$ cat src/rtl/mem_align_pkg.sv
// rtl/mem_align_pkg.sv - size encodings, FSM states and size helper for the access aligner
package mem_align_pkg;

  localparam logic [1:0] SZ_BYTE = 2'b00;
  localparam logic [1:0] SZ_HALF = 2'b01;
  localparam logic [1:0] SZ_WORD = 2'b10;

  typedef enum logic [1:0] {
    ST_IDLE   = 2'd0,
    ST_ISSUE0 = 2'd1,
    ST_ISSUE1 = 2'd2,
    ST_RESP   = 2'd3
  } state_e;

  // Encoding 2'b11 is handled as a full word.
  function automatic logic [2:0] size_nbytes(input logic [1:0] size);
    case (size)
      SZ_BYTE: return 3'd1;
      SZ_HALF: return 3'd2;
      default: return 3'd4;
    endcase
  endfunction

endpackage

$ cat src/rtl/lane_shifter.sv
// rtl/lane_shifter.sv - combinational byte-lane placement for stores and extraction for loads
module lane_shifter
  import mem_align_pkg::*;
(
  input  logic [1:0]  wr_off_i,
  input  logic [1:0]  wr_size_i,
  input  logic [31:0] wr_data_i,
  output logic [63:0] wr_data64_o,
  output logic [7:0]  wr_strb8_o,
  input  logic [1:0]  rd_off_i,
  input  logic [1:0]  rd_size_i,
  input  logic        rd_signed_i,
  input  logic [31:0] rd_lo_i,
  input  logic [23:0] rd_hi_i,
  output logic [31:0] rd_data_o
);

  logic [7:0]  wr_mask;
  logic [31:0] rd_word;

  // Store path: place right-justified data and its byte mask at the lane offset;
  // the upper half of each result belongs to the second word of a split access.
  always_comb begin
    wr_mask = 8'h0f;
    case (wr_size_i)
      SZ_BYTE: wr_mask = 8'h01;
      SZ_HALF: wr_mask = 8'h03;
      default: wr_mask = 8'h0f;
    endcase
    wr_strb8_o  = wr_mask << wr_off_i;
    wr_data64_o = {32'h0, wr_data_i} << {wr_off_i, 3'b000};
  end

  // Load path: the top byte of the high word can never reach the result
  // (at most bytes 3..6 of {hi,lo} are needed), so only 24 bits come in.
  always_comb begin
    rd_word = rd_lo_i;
    case (rd_off_i)
      2'd0: rd_word = rd_lo_i;
      2'd1: rd_word = {rd_hi_i[7:0],  rd_lo_i[31:8]};
      2'd2: rd_word = {rd_hi_i[15:0], rd_lo_i[31:16]};
      2'd3: rd_word = {rd_hi_i[23:0], rd_lo_i[31:24]};
      default: rd_word = rd_lo_i;
    endcase
  end

  // Truncate to the access size and extend.
  always_comb begin
    rd_data_o = rd_word;
    case (rd_size_i)
      SZ_BYTE: rd_data_o = {{24{rd_signed_i & rd_word[7]}},  rd_word[7:0]};
      SZ_HALF: rd_data_o = {{16{rd_signed_i & rd_word[15]}}, rd_word[15:0]};
      default: rd_data_o = rd_word;
    endcase
  end

endmodule

$ cat src/rtl/mem_access_aligner.sv
// rtl/mem_access_aligner.sv - byte-addressed access aligner onto a word-organised synchronous RAM
module mem_access_aligner
  import mem_align_pkg::*;
#(
  parameter int ADDR_W = 32
) (
  input  logic              clk,
  input  logic              rst,
  input  logic              req_valid,
  input  logic              req_write,
  input  logic [1:0]        req_size,
  input  logic              req_signed,
  input  logic [ADDR_W-1:0] req_addr,
  input  logic [31:0]       req_wdata,
  output logic              req_ready,
  output logic              stall,
  output logic              resp_valid,
  output logic [31:0]       resp_rdata,
  output logic              mem_en,
  output logic              mem_we,
  output logic [ADDR_W-3:0] mem_widx,
  output logic [3:0]        mem_wstrb,
  output logic [31:0]       mem_wdata,
  input  logic [31:0]       mem_rdata
);

  localparam int WIDX_W = ADDR_W - 2;
  localparam logic [WIDX_W-1:0] WIDX_ONE = {{(WIDX_W-1){1'b0}}, 1'b1};

  state_e              state_q;
  logic                write_q;
  logic                signed_q;
  logic                split_q;
  logic [1:0]          size_q;
  logic [1:0]          off_q;
  logic [WIDX_W-1:0]   widx_q;
  logic [31:0]         data_hi_q;
  logic [3:0]          strb_hi_q;
  logic [31:0]         lo_q;

  logic                mem_en_q;
  logic                mem_we_q;
  logic [WIDX_W-1:0]   mem_widx_q;
  logic [3:0]          mem_wstrb_q;
  logic [31:0]         mem_wdata_q;
  logic                resp_valid_q;
  logic [31:0]         resp_rdata_q;

  logic                split_d;
  logic [63:0]         wr_data64;
  logic [7:0]          wr_strb8;
  logic [31:0]         rd_lo;
  logic [23:0]         rd_hi;
  logic [31:0]         resp_rdata_d;

  // An access crosses a word boundary when its last byte lands past lane 3.
  always_comb begin
    split_d = ({1'b0, req_addr[1:0]} + size_nbytes(req_size)) > 3'd4;
  end

  // In RESP the RAM output is the high word of a split pair or the only word.
  always_comb begin
    rd_lo = split_q ? lo_q : mem_rdata;
    rd_hi = split_q ? mem_rdata[23:0] : 24'h0;
  end

  // Store placement works on the live request so ISSUE0 can be driven from
  // registers on the accept edge; load extraction works on latched fields.
  lane_shifter u_lane_shifter (
    .wr_off_i    (req_addr[1:0]),
    .wr_size_i   (req_size),
    .wr_data_i   (req_wdata),
    .wr_data64_o (wr_data64),
    .wr_strb8_o  (wr_strb8),
    .rd_off_i    (off_q),
    .rd_size_i   (size_q),
    .rd_signed_i (signed_q),
    .rd_lo_i     (rd_lo),
    .rd_hi_i     (rd_hi),
    .rd_data_o   (resp_rdata_d)
  );

  // Access sequencer: every memory-side and response output is registered here.
  always_ff @(posedge clk) begin
    if (rst) begin
      state_q      <= ST_IDLE;
      write_q      <= 1'b0;
      signed_q     <= 1'b0;
      split_q      <= 1'b0;
      size_q       <= SZ_BYTE;
      off_q        <= 2'd0;
      widx_q       <= '0;
      data_hi_q    <= 32'h0;
      strb_hi_q    <= 4'h0;
      lo_q         <= 32'h0;
      mem_en_q     <= 1'b0;
      mem_we_q     <= 1'b0;
      mem_widx_q   <= '0;
      mem_wstrb_q  <= 4'h0;
      mem_wdata_q  <= 32'h0;
      resp_valid_q <= 1'b0;
      resp_rdata_q <= 32'h0;
    end else begin
      resp_valid_q <= 1'b0;
      case (state_q)
        ST_IDLE: begin
          if (req_valid) begin
            write_q     <= req_write;
            signed_q    <= req_signed;
            split_q     <= split_d;
            size_q      <= req_size;
            off_q       <= req_addr[1:0];
            widx_q      <= req_addr[ADDR_W-1:2];
            data_hi_q   <= wr_data64[63:32];
            strb_hi_q   <= wr_strb8[7:4];
            mem_en_q    <= 1'b1;
            mem_we_q    <= req_write;
            mem_widx_q  <= req_addr[ADDR_W-1:2];
            mem_wstrb_q <= req_write ? wr_strb8[3:0] : 4'h0;
            mem_wdata_q <= wr_data64[31:0];
            state_q     <= ST_ISSUE0;
          end
        end
        ST_ISSUE0: begin
          if (split_q) begin
            mem_widx_q  <= widx_q + WIDX_ONE;
            mem_wstrb_q <= write_q ? strb_hi_q : 4'h0;
            mem_wdata_q <= data_hi_q;
            state_q     <= ST_ISSUE1;
          end else begin
            mem_en_q    <= 1'b0;
            mem_we_q    <= 1'b0;
            mem_wstrb_q <= 4'h0;
            state_q     <= ST_RESP;
          end
        end
        ST_ISSUE1: begin
          lo_q        <= mem_rdata;
          mem_en_q    <= 1'b0;
          mem_we_q    <= 1'b0;
          mem_wstrb_q <= 4'h0;
          state_q     <= ST_RESP;
        end
        ST_RESP: begin
          resp_valid_q <= 1'b1;
          resp_rdata_q <= write_q ? 32'h0 : resp_rdata_d;
          state_q      <= ST_IDLE;
        end
        default: state_q <= ST_IDLE;
      endcase
    end
  end

  assign req_ready  = (state_q == ST_IDLE);
  assign stall      = req_valid && !req_ready;
  assign resp_valid = resp_valid_q;
  assign resp_rdata = resp_rdata_q;
  assign mem_en     = mem_en_q;
  assign mem_we     = mem_we_q;
  assign mem_widx   = mem_widx_q;
  assign mem_wstrb  = mem_wstrb_q;
  assign mem_wdata  = mem_wdata_q;

endmodule

$ cat config.mk
export PLATFORM = sky130hd
export DESIGN_NAME = mem_access_aligner
export DESIGN_NICKNAME = d
export VERILOG_FILES = /design/src/rtl/mem_align_pkg.sv /design/src/rtl/lane_shifter.sv /design/src/rtl/mem_access_aligner.sv
export SDC_FILE = /design/constraint.sdc
export NUM_CORES = 1
export LEC_CHECK = 0
export BUFFER_PORTS_ARGS = -buffer_cell sky130_fd_sc_hd__buf_2
export CAP_MARGIN = 20
export CELL_PAD_IN_SITES_DETAIL_PLACEMENT = 1
export CELL_PAD_IN_SITES_GLOBAL_PLACEMENT = 2
export CORE_ASPECT_RATIO = 0.6
export CORE_UTILIZATION = 34
export CTS_BUF_LIST = sky130_fd_sc_hd__clkbuf_8
export DETAILED_ROUTE_END_ITERATION = 10
export PLACE_DENSITY = 0.9
export SYNTH_ARGS = -nofsm -noshare
export SYNTH_HDL_FRONTEND = slang
export SYNTH_HIERARCHICAL = 1
export SYNTH_SLANG_ARGS = --single-unit
$ cat constraint.sdc
create_clock -name clk -period 2.7 [get_ports clk]
set_clock_uncertainty 0.15 [all_clocks]
set_input_delay 0.54 -clock clk [delete_from_list [all_inputs] [get_ports clk]]
set_output_delay 0.54 -clock clk [all_outputs]
set_load 0.02 [all_outputs]
After elaboration in Yosys (flattened, before gate mapping)
Index checks and enable logic that the tools add are counted.
{"block": "totals", "out_inout_bits": 103, "inputBits": 103, "wordCells": 74, "ff_bits": 208}
{"block": "op_classes", "mux": 27, "addsub": 2, "bitwise_logic": 2, "n_reduce_logical": 12, "magnitude_cmp": 1, "eq_ne": 11, "n_shift": 2}
{"operator": "32-bit 2-to-1 mux", "count": 4}
{"operator": "32-bit case mux with 2 select lines", "count": 2}
{"operator": "32-bit case mux with 4 select lines", "count": 1}
{"operator": "32-bit by 5-bit << shifter with 64-bit output", "count": 1}
{"operator": "30-bit 2-to-1 mux", "count": 2}
{"operator": "30-bit case mux with 2 select lines", "count": 1}
{"operator": "30-bit by 1-bit adder with 30-bit output (second input constant)", "count": 1}
{"operator": "24-bit 2-to-1 mux", "count": 1}
{"operator": "4-bit 2-to-1 mux", "count": 4}
{"operator": "4-bit case mux with 3 select lines", "count": 1}
{"operator": "2-bit by 1-bit == test with 1-bit output (second input constant)", "count": 4}
{"operator": "2-bit == test (second input constant)", "count": 4}
{"operator": "2-bit logical NOT", "count": 4}
{"operator": "2-bit case mux with 4 select lines", "count": 1}
{"operator": "4-bit case mux with 2 select lines", "count": 1}
{"operator": "4-bit by 2-bit << shifter with 8-bit output", "count": 1}
{"operator": "2-bit inequality test (second input constant)", "count": 3}
{"operator": "1-bit case mux with 3 select lines", "count": 2}
{"operator": "3-bit case mux with 2 select lines", "count": 1}
{"operator": "3-bit AND reduction", "count": 2}
{"operator": "1-bit 2-to-1 mux", "count": 5}
{"operator": "2-bit AND reduction", "count": 2}
{"operator": "2-bit by 3-bit adder with 3-bit output", "count": 1}
{"operator": "3-bit greater-than comparator (second input constant)", "count": 1}
{"operator": "other kinds (6)", "count": 7}

Logic depth before layout (Yosys ltp)
Gate-level depths: netlist of the first run.
{"block": "logic_depth", "depth_word": 6, "depth_mapped": 9, "ltp_nobuf": 7}

Hierarchy
The synthesis of the first run kept the hierarchy.
{"mod": "mem_access_aligner", "cells_each": 1106, "seq_area_each_um2": 4164.0, "instances": 1, "area_per_inst_um2": 9365.2}
{"mod": "lane_shifter", "cells_each": 236, "seq_area_each_um2": 0.0, "instances": 1, "area_per_inst_um2": 1999.4}

Least setup slack after synthesis of the first run
OpenSTA, ideal clock, no wires.
{"block": "synth_timing", "path_kind": "register to register", "from": "register split_q", "to": "register resp_rdata_q[23] (netlist: resp_rdata[23])", "period_less_slack_ps": 2424, "t_arrival_ps": 2146, "slack_ps": 276, "t_required_ps": 2422, "n_path_buf": 2, "setup_ps": 128, "path_stages_with_launch": 9, "cell_sequence": "dfxtp_1 -> buf_1 -> mux2_2 -> mux2_4 -> a221oi_4 -> buf_8 -> o21ai_2 -> a21oi_1 -> nor2_1"}
{"block": "synth_between", "elab_chain_len": 5, "elab_cells_between_ends": 7, "classes_between": "mux: 5; bitwise: 2"}
{"element": "start: declaration", "line": "mem_access_aligner.sv:33", "text": "logic split_q;"}
{"element": "start signal: assignment", "line": "mem_access_aligner.sv:110", "text": "split_q <= split_d;"}
{"element": "32-bit 2-to-1 mux (*)", "line": "mem_access_aligner.sv:63", "text": "rd_lo = split_q ? lo_q : mem_rdata;"}
{"element": "via rd_lo[15]", "line": "mem_access_aligner.sv:52", "text": "logic [31:0] rd_lo;"}
{"element": "32-bit case mux with 4 select lines (*)", "line": "lane_shifter.sv:38", "text": "case (rd_off_i)"}
{"element": "1-bit bitwise AND, on equally long branches", "line": "lane_shifter.sv:52, lane_shifter.sv:51"}
{"element": "32-bit case mux with 2 select lines (*)", "line": "lane_shifter.sv:50", "text": "case (rd_size_i)"}
{"element": "via resp_rdata_d[23]", "line": "mem_access_aligner.sv:54", "text": "logic [31:0] resp_rdata_d;"}
{"element": "32-bit 2-to-1 mux (*)", "line": "mem_access_aligner.sv:146", "text": "resp_rdata_q <= write_q ? 32'h0 : resp_rdata_d;"}
{"element": "end signal: assignment", "line": "mem_access_aligner.sv:146"}
{"element": "end: declaration", "line": "mem_access_aligner.sv:47", "text": "logic [31:0] resp_rdata_q;"}
The timed path passes the listed nets; every way through them passes the cells marked *.
A chain may end at the register's enable or synchronous reset.

Worst setup path in the final report of the first run
{"block": "layout_timing", "from": "register state_q[0]", "to": "output stall"}
{"block": "layout_between", "elab_chain_len": 3}
{"element": "start: declaration", "line": "mem_access_aligner.sv:30", "text": "state_e state_q;"}
{"element": "start signal: assignment", "line": "mem_access_aligner.sv:86", "text": "state_q <= ST_IDLE;"}
{"element": "start signal: assignment", "line": "mem_access_aligner.sv:121", "text": "state_q <= ST_ISSUE0;"}
{"element": "start signal: assignment", "line": "mem_access_aligner.sv:129", "text": "state_q <= ST_ISSUE1;"}
{"element": "2-bit logical NOT", "line": "mem_access_aligner.sv:154", "text": "assign req_ready = (state_q == ST_IDLE);"}
{"element": "1-bit logical NOT", "line": "mem_access_aligner.sv:155", "text": "assign stall = req_valid && !req_ready;"}
{"element": "1-bit logical AND", "line": "mem_access_aligner.sv:155"}
{"element": "end: declaration", "line": "mem_access_aligner.sv:16", "text": "output logic stall,"}
Every way passes these cells.

==> metrics, run 1 <==
DP Wirelength 28900 um; Vias 10700; maxcap violations 0; Largest stage delay, worst path 0.39 ns; period utilisation layout 92.3%; clock latency on the worst-skew pair 0.55 ns; synth top area cells dfxtp_1 (37%), mux2i_1 (8.8%), nand2_1 (6.6%); Die Y roughly 140 um; width of the die between 200 and 250 um; startpoint types flip-flop; Top delay family on crit path buffers and inverters; Hold Path Sink signed_q; Max Transition Viols Final 0; Routed wire per std cell 20.4 um; post-cts gate resize count 0; worst path arrival time around 1.8 ns; port buffer count 205; CTS root buffer clkbuf_8; Layout Nets 1619; CP max-delay cell dfxtp_1; Pre-antenna DRT Iters 4; internal power between 7 and 8 mW; Max Fclk 401 MHz; leakage ~5.5 nW; Final min period between 2 and 2.5 ns; setup slack, reg-to-reg 0.26 ns; IO Pins 206; Tot GR Track Use 23.0%; wirelength, routed 40300 um; Critical Path, Cell by Cell inv_1, ha_1, buf_4, nor2b_1, buf_2; Relative slew margins 39.8%; worst hold path depth 3; Synth area leader dfxtp_1; RSZ-0062 raised after global routing false; sw power 5.28 mW; RD Place Congestion 0.873; H-Tree Depth 2; Max VDD drop 0.362 mV; Worst EP required 2.01 ns; synthesized flop and latch total 208; number of global-route vias before repair 10700; Starting Density 34.8%; Reg-to-Reg End resp_rdata[14]; register clock-pin slew on the reported worst setup and hold paths 0.07 ns; HP Start req_signed; Core Footprint 32700 um2; Vias per Instance between 5 and 6; Netlist Area Pre-Place around 11000 um2; worst-margin pin slew 0.903 ns; setup bufs post-CTS 0; CTS tree done; Die Area 34200 um2; Fin. Hold Viols 0; Net Sw Frac 42.2%; synth warn 6; most common cell after layout, fill and taps aside dfxtp_1; critical path buffer and inverter count 3; ys flop type dfxtp_1; CTS Buf Count 36; post-route ant nets 0; Crit Path Max Fanout 20; global-route wire length before repair 61400 um; CTS Buffer Depth 3; r2r startpoint split_q; combinational group share of total power 43.7%; Post-Layout Cell Count between 1500 and 2000; initial drt markers roughly 660; Post-synth EDFFs 0; DRC violations left 0; synthesized instance count roughly 1300; Crit. End Element output port; largest net degree at the start of global routing 78; initial antenna violation count 2; part of the power in the clock network 22.5%; Final setup viols 0; pwr dens 925 nW/um2; syn_area_per_cell 8.47 um2; layout cell share with drive strength beyond 1 25.4%; clk sinks 208; Netlist cell types between 60 and 70; part of the power in registers between 30% and 40%; register area share after synthesis 36.6%; Area Overhead vs Synth 19.1%; CP Class reg2out; Hold-fix buffers, CTS 0; async set-reset flop share out of synthesis 0%; Filler cells roughly 3900; R2R cell count 7; most frequent cells in the layout dfxtp_1 (205), buf_2 (204), nand2_1 (198); setup TNS 0 ns; Worst Hold Class in2reg; placed insts 1920; status complete, no violations; top-area cell type share of the netlist area 36.6%; grt total ovfl 0; Cell Rows 51
[worst max path at each step]
stage	startpoint	endpoint	slack, ns	cells past startpoint
detailed placement	req_valid	mem_widx[22]	0.21	5
floorplan	split_q	resp_rdata[23]	0.28	8
CTS	state_q[1]	stall	0.16	5
finish	state_q[0]	stall	0.21	5
global route	state_q[1]	stall	0.10	5
global placement	mem_rdata[15]	resp_rdata[30]	0.30	8
[worst reg2reg max path, cell delays in order (launching register included)]
cell,delay [ns]
dfxtp_2,0.51
buf_12,0.28
mux2_2,0.41
mux4_2,0.47
o21ai_0,0.10
nand2_1,0.15
a21oi_1,0.18
nor2_1,0.05
[registers in the layout, indices dropped and copies added, names as in the netlist]
signal	count
strb_hi_q	4
mem_we	1
mem_wstrb	4
mem_en	1
mem_wdata	32
size_q	2
mem_widx	30
resp_valid	1
write_q	1
off_q	2
state_q	2
signed_q	1
lo_q	32
split_q	1
resp_rdata	32
data_hi_q	32
widx_q	30
[routing by layer]
metal | up-vias | GRT usage [%] | part of all wire, %
li1 | 5060 | - | -
met2 | 299 | 35.6 | 44
met5 | - | 0 | 0.032
met1 | 5301 | 32.4 | 48
met4 | 2 | 5.43 | 1.5
met3 | 51 | 5.26 | 6.5
[power groups by stage]
stage	clock network (mW)	registers [mW]	logic, mW
6_report	2.82	4.22	5.48
2_1_floorplan	0	4.56	3.24
5_1_grt	3.06	4.31	5.92
4_1_cts	2.92	4.22	5.49
3_3_place_gp	0	4.24	5.31
3_5_place_dp	0	4.28	5.46
[logic make-up after synthesis]
family | share of synthesized area, %
buf+inv | 5.69
flops | 36.6
mux | 18.5
simple gates | 22.3
other cells | 0.0330
compound gates | 15.2
xor+xnor | 0.694
fa+ha+maj | 0.947
[through the flow]
stage	area [um2]	util (%)	total power [mW]	hold WS (ns)	worst slack, ns
floorplan	11400	-	7.80	0.283	0.276
global placement	12900	39.4	9.55	0.291	0.304
detailed placement	12900	39.4	9.74	0.297	0.209
CTS	13500	41.4	12.6	0.0397	0.161
global route	13500	41.4	13.3	0.0630	0.101
finish	13500	41.4	12.5	0.0707	0.207
[area by class of cell]
type / count / area (um2) / area share (%)
diodes: 1 / 2.50 / 0.0185
clock buffers: 43 / 592 / 4.37
inverters: 14 / 52.6 / 0.388
multi-input cells: 998 / 6600 / 48.8
repair buffers: 250 / 1480 / 11.0
clock inverters: 17 / 72.6 / 0.536
flip-flops and latches: 208 / 4170 / 30.8
well taps: 450 / 563 / 4.16
[cell usage after synthesis (15+ instances only)]
library cell  count
dfxtp_1         208
nand2_1         199
nor2_1          140
a21oi_1         124
mux2i_1         100
clkbuf_1         67
a211oi_1         43
nor2b_1          41
o21ai_0          37
and2_1           35
mux2_2           33
mux4_2           31
buf_1            27
o211ai_1         23
nand3_1          20
buf_2            18
and4_1           16
nand4_1          15
Note: power is estimated with default switching activity, not from simulation.
==> inputs of run 2 (changes only) <==
CORE_UTILIZATION = 31   (was 34)
PLACE_DENSITY = 0.86   (was 0.9)
clock period = 2.2 ns   (was 2.7 ns; I/O delays follow)
==> run 2 against run 1 <==
The run now ends with setup timing left. Sequential power grew 22%. First-iteration DRC count fell by 3.3%. Combinational power up 47%. Total power grew 34%. Non-clock buffer count grew 94. Utilization grew 0.44 points. Critical endpoint is now resp_rdata[16]. Largest cell class unchanged. Highest routed layer is now met4.
==> metrics, run 2 (synthesis gave the netlist of run 1 again) <==
global-route wire length before repair 67000 um; design area 14900 um2; CTS Buffer Depth 3; Vias per Instance between 5 and 6; Worst Hold Class in2reg; internal power slightly below 10 mW; failing checks setup timing; Worst EP required 2.47 ns; clk sinks 208; worst-margin pin slew 0.761 ns; layout cell share with drive strength beyond 1 29.7%; r2r startpoint split_q; part of the power in registers 30.6%; combinational group share of total power 48.0%; RSZ-0062 raised after global routing true; Critical Path Start split_q; worst path arrival time about 2.6 ns; Starting Density 32.0%; width of the die 249 um; critical path buffer and inverter count 1; Final min period 2.35 ns; H-Tree Depth 2; CTS Buf Count 38; leakage just over 6 nW; maxcap violations 0; Critical Path, Cell by Cell mux2_2, mux2_4, a221oi_4, buf_12, o21ai_0, a21oi_1, nor2_1; Die Area around 37000 um2; IO Pins 206; period utilisation layout 107%; HP Start req_addr[20]; clock latency on the worst-skew pair 0.55 ns; DP Wirelength around 30000 um; number of global-route vias before repair 11400; Routed wire per std cell 21.5 um; fin worst setup slack -0.151 ns; CTS tree done; pwr dens 1130 nW/um2; Core Footprint 35500 um2; CP max-delay cell dfxtp_4; Area Overhead vs Synth 30.9%; status finished with violations; largest net degree at the start of global routing ~120; Largest stage delay, worst path 0.43 ns; Pre-antenna DRT Iters 5; placed inst area 13200 um2; Die Y approximately 150 um; Worst Hold Slack approximately 0.037 ns; Fin. Hold Viols 0; DRC violations left 0; Design Power 16.8 mW; initial drt markers 637; Cell Rows 53; Max Fclk about 430 MHz; Crit Path Max Fanout 8; grt total ovfl 0; Crit. End Element flip-flop; post-route ant nets 0; Top delay family on crit path multiplexers; Final setup viols 17; initial antenna violation count 1; Layout Nets approximately 1700; Relative slew margins 49.2%; wirelength, routed around 45000 um; part of the power in the clock network 21.3%; CTS root buffer clkbuf_8; most frequent cells in the layout dfxtp_1 (204), buf_2 (203), nand2_1 (197); Net Sw Frac 42.0%; setup TNS -1.19 ns; Filler cells around 4200; Vias 11200; CP Class reg2reg; RD Place Congestion 0.879; startpoint types flip-flop; most common cell after layout, fill and taps aside dfxtp_1; Tot GR Track Use 22.8%; port buffer count 205; Max Transition Viols Final 0; register clock-pin slew on the reported worst setup and hold paths around 0.060 ns; Max VDD drop around 0.44 mV; sw power 7.03 mW
## run 2: layer usage
metal | GRT usage [%] | share of wire, % | vias up
li1 | - | - | 5247
met1 | 32.7 | 48 | 5555
met2 | 35.8 | 45 | 338
met3 | 3.67 | 5.7 | 56
met4 | 5.34 | 1.7 | 0
met5 | 0 | 0 | -
## run 2: layout make-up
cell class	count	area (um2)	area share, %
clock inverters	17	73.8	0.496
clock buffers	45	619	4.16
repair buffers	344	2540	17.1
inverters	14	52.6	0.353
well taps	467	584	3.93
flip-flops and latches	208	4170	28.0
multi-input cells	998	6830	45.9
diodes	2	5.00	0.0336
## run 2: power groups by stage
| stage | Sequential, mW | Combinational [mW] | Clock, mW |
|---|---|---|---|
| after floorplan | 5.60 | 4.02 | 0 |
| after global placement | 5.15 | 6.76 | 0 |
| after detailed placement | 5.18 | 6.97 | 0 |
| after CTS | 5.12 | 7.49 | 3.68 |
| after global routing | 5.23 | 8.63 | 3.87 |
| final | 5.14 | 8.05 | 3.57 |
## run 2: path summary, 6_finish.rpt
check | to | slack (ns) | depth (start not counted)
max | resp_rdata[16] | -0.15 | 7
min | widx_q[18] | 0.04 | 3
max reg2reg | resp_rdata[16] | -0.15 | 7
min reg2reg | mem_widx[2] | 0.30 | 2
## run 2: worst register-to-register path, cell delays in order, from the launching register on
cell and delay, ns:
dfxtp_4 0.43, mux2_2 0.40, mux2_4 0.30, a221oi_4 0.38
buf_12 0.19, o21ai_0 0.13, a21oi_1 0.18, nor2_1 0.07
## run 2: timing repair
item	CTS	global route
hold buffers	41	0
pin swaps	1	5
endpoints found under the setup margin	78	75
gates cloned	1	7
buffers inserted	1	6
gates resized for setup	20	52
endpoints found under the hold margin	41	0
## run 2: metrics by stage
step                util, %  worst slack [ns]  std cells
floorplan                 -           0.00803       1350
global route           41.9            -0.181       2094
finish                 41.9            -0.151       2095
global placement       37.2           -0.0513       1975
CTS                    40.7           -0.0445       2080
detailed placement     37.2            -0.140       1975
==> inputs of run 3 (changes only) <==
GPL_TIMING_DRIVEN = 0   (was unset)
==> run 3 against run 2 <==
The run still ends with setup timing left. Worst hold slack got worse by 0.018 ns. Critical path depth increased by 3. Flip-flop and latch count unchanged. First-iteration DRC count decreased by 0.31%. Clock-buffer cell count decreased by 3. Register-to-register slack about the same. Die area unchanged. Maximum frequency increased by 0.56%. Highest routed layer is now met5. Sequential share of layout area decreased by 0.37 points. Worst setup slack improved by 0.013 ns.
==> metrics, run 3 (synthesis gave the netlist of run 1 again) <==
DRC violations left 0; HP Start mem_rdata[4]; width of the die 249 um; RD Place Congestion 0.911; largest net degree at the start of global routing 17; clock latency on the worst-skew pair 0.57 ns; RSZ-0062 raised after global routing true; R2R cell count 10; placed insts 2022; r2r startpoint split_q; Max Transition Viols Final 0; dpl ws -1.20 ns; worst path arrival time 2.61 ns; Max Fclk ~430 MHz; CTS Buffer Depth 3; Die Area about 37000 um2; clk sinks 208; initial antenna violation count 2; worst-margin pin slew 0.834 ns; startpoint types flip-flop; Core Footprint 35500 um2; initial drt markers 635; Routed wire per std cell 21.9 um; maxcap violations 0; IO Pins 206; Die Y 150 um; Tot GR Track Use 24.8%; leakage roughly 6.2 nW; Area Overhead vs Synth 33.0%; port buffer count 205; grt total ovfl 0; DP Wirelength 35200 um; Final setup viols 25; post-route ant nets 0; setup slack, reg-to-reg -0.14 ns; Setup crit end resp_rdata[31]; pwr dens ~1100 nW/um2; Starting Density 32.0%; Pre-antenna DRT Iters 5; fin worst setup slack -0.138 ns; register clock-pin slew on the reported worst setup and hold paths 0.06 ns; most common cell after layout, fill and taps aside buf_2; Worst EP required 2.47 ns; wirelength, routed 47500 um; CP Class reg2reg; Layout Nets roughly 1800; Crit. End Element flip-flop; Cell Rows 53; status finished with violations; period utilisation layout 106%; Vias per Instance 5.34; CTS Buf Count 36; Critical Path Start split_q; most frequent cells in the layout buf_2 (224), dfxtp_1 (200), nand2_1 (196); Relative slew margins 44.4%; Worst Hold Slack 0.0196 ns; CTS tree done; layout cell share with drive strength beyond 1 30.2%; number of global-route vias before repair 11800; Vias about 12000; Max VDD drop 0.429 mV; Crit Path Max Fanout 5; Final min period 2.34 ns; Fin. Hold Viols 0; CTS root buffer clkbuf_8; H-Tree Depth 2; failing checks setup timing; Filler cells 4229; Worst Hold Class in2reg; global-route wire length before repair roughly 71000 um; Reg-to-Reg End resp_rdata[31]; Post-Layout Cell Count 2166
[run 3: changes by cell type in the layout (fill, tap and decap cells not counted), sizes merged]
cell	delta
clkbuf	+59
dlygate4sd3	+11
buf	-3
bufinv	+2
clkinvlp	+2
clkdlybuf4s15	+1
clkinv	-1
[run 3: cell type report]
cell class / count / area (um2) / area share [%]
Tap cell: 467 / 584 / 3.86
Antenna cell: 2 / 5.00 / 0.0331
Inverter: 14 / 55.1 / 0.364
Multi-Input combinational cell: 998 / 6880 / 45.5
Timing Repair Buffer: 290 / 1880 / 12.5
Clock buffer: 42 / 578 / 3.82
Sequential cell: 208 / 4180 / 27.7
Buffer: 125 / 810 / 5.35
Clock inverter: 20 / 139 / 0.919
[run 3: metrics by stage]
step | area (um2) | setup TNS (ns) | total power, mW | util (%)
2_1_floorplan | 11400 | 0 | 9.62 | -
3_3_place_gp | 13000 | -111.66 | 12.0 | 36.7
3_5_place_dp | 13000 | -120.41 | 12.1 | 36.7
4_1_cts | 14800 | -2.43 | 16.8 | 41.7
5_1_grt | 15100 | -3.92 | 18.0 | 42.5
6_report | 15100 | -2.45 | 17.1 | 42.5
[run 3: worst min-delay path by stage]
stage	slack (ns)	cells past startpoint	endpoint
floorplan	0.28	2	off_q[0]
global placement	0.29	2	mem_widx[2]
detailed placement	0.30	2	mem_widx[2]
CTS	0.001	3	lo_q[1]
global route	0.02	3	lo_q[4]
finish	0.02	3	lo_q[4]
[run 3: what timing repair did]
action / in CTS / in global routing
endpoints found under the hold margin: 51 / 1
hold buffers: 51 / 1
setup buffers: 24 / 8
setup endpoints to repair: 203 / 140
gates resized for setup: 123 / 99
pin swaps: 15 / 24
gates cloned: 2 / 1
[run 3: critical path, stage by stage (launching register included)]
cell and delay [ns]:
dfxtp_4 0.37, buf_12 0.13, buf_6 0.11, mux2_4 0.30, mux2_4 0.29, a221oi_4 0.27, buf_6 0.17, buf_6 0.15
o21ai_2 0.07, a21oi_1 0.13, nor2_1 0.05
[run 3: where the power goes]
part	total, mW	internal, mW	leakage (nW)	switching, mW
logic	8.21	3.26	4.13	4.95
clock network	3.73	1.97	0.412	1.76
registers	5.17	4.60	1.70	0.574
total	17.1	9.83	6.24	7.28
[run 3: metal layers]
layer	part of all wire (%)	up-vias	global-route usage [%]	routed length (um)
li1	-	5394	-	-
met3	7.5	64	6.59	3570
met4	1.8	2	6.23	833
met2	43	374	36.9	20300
met5	0.027	-	0	13
met1	48	5742	35.1	22800
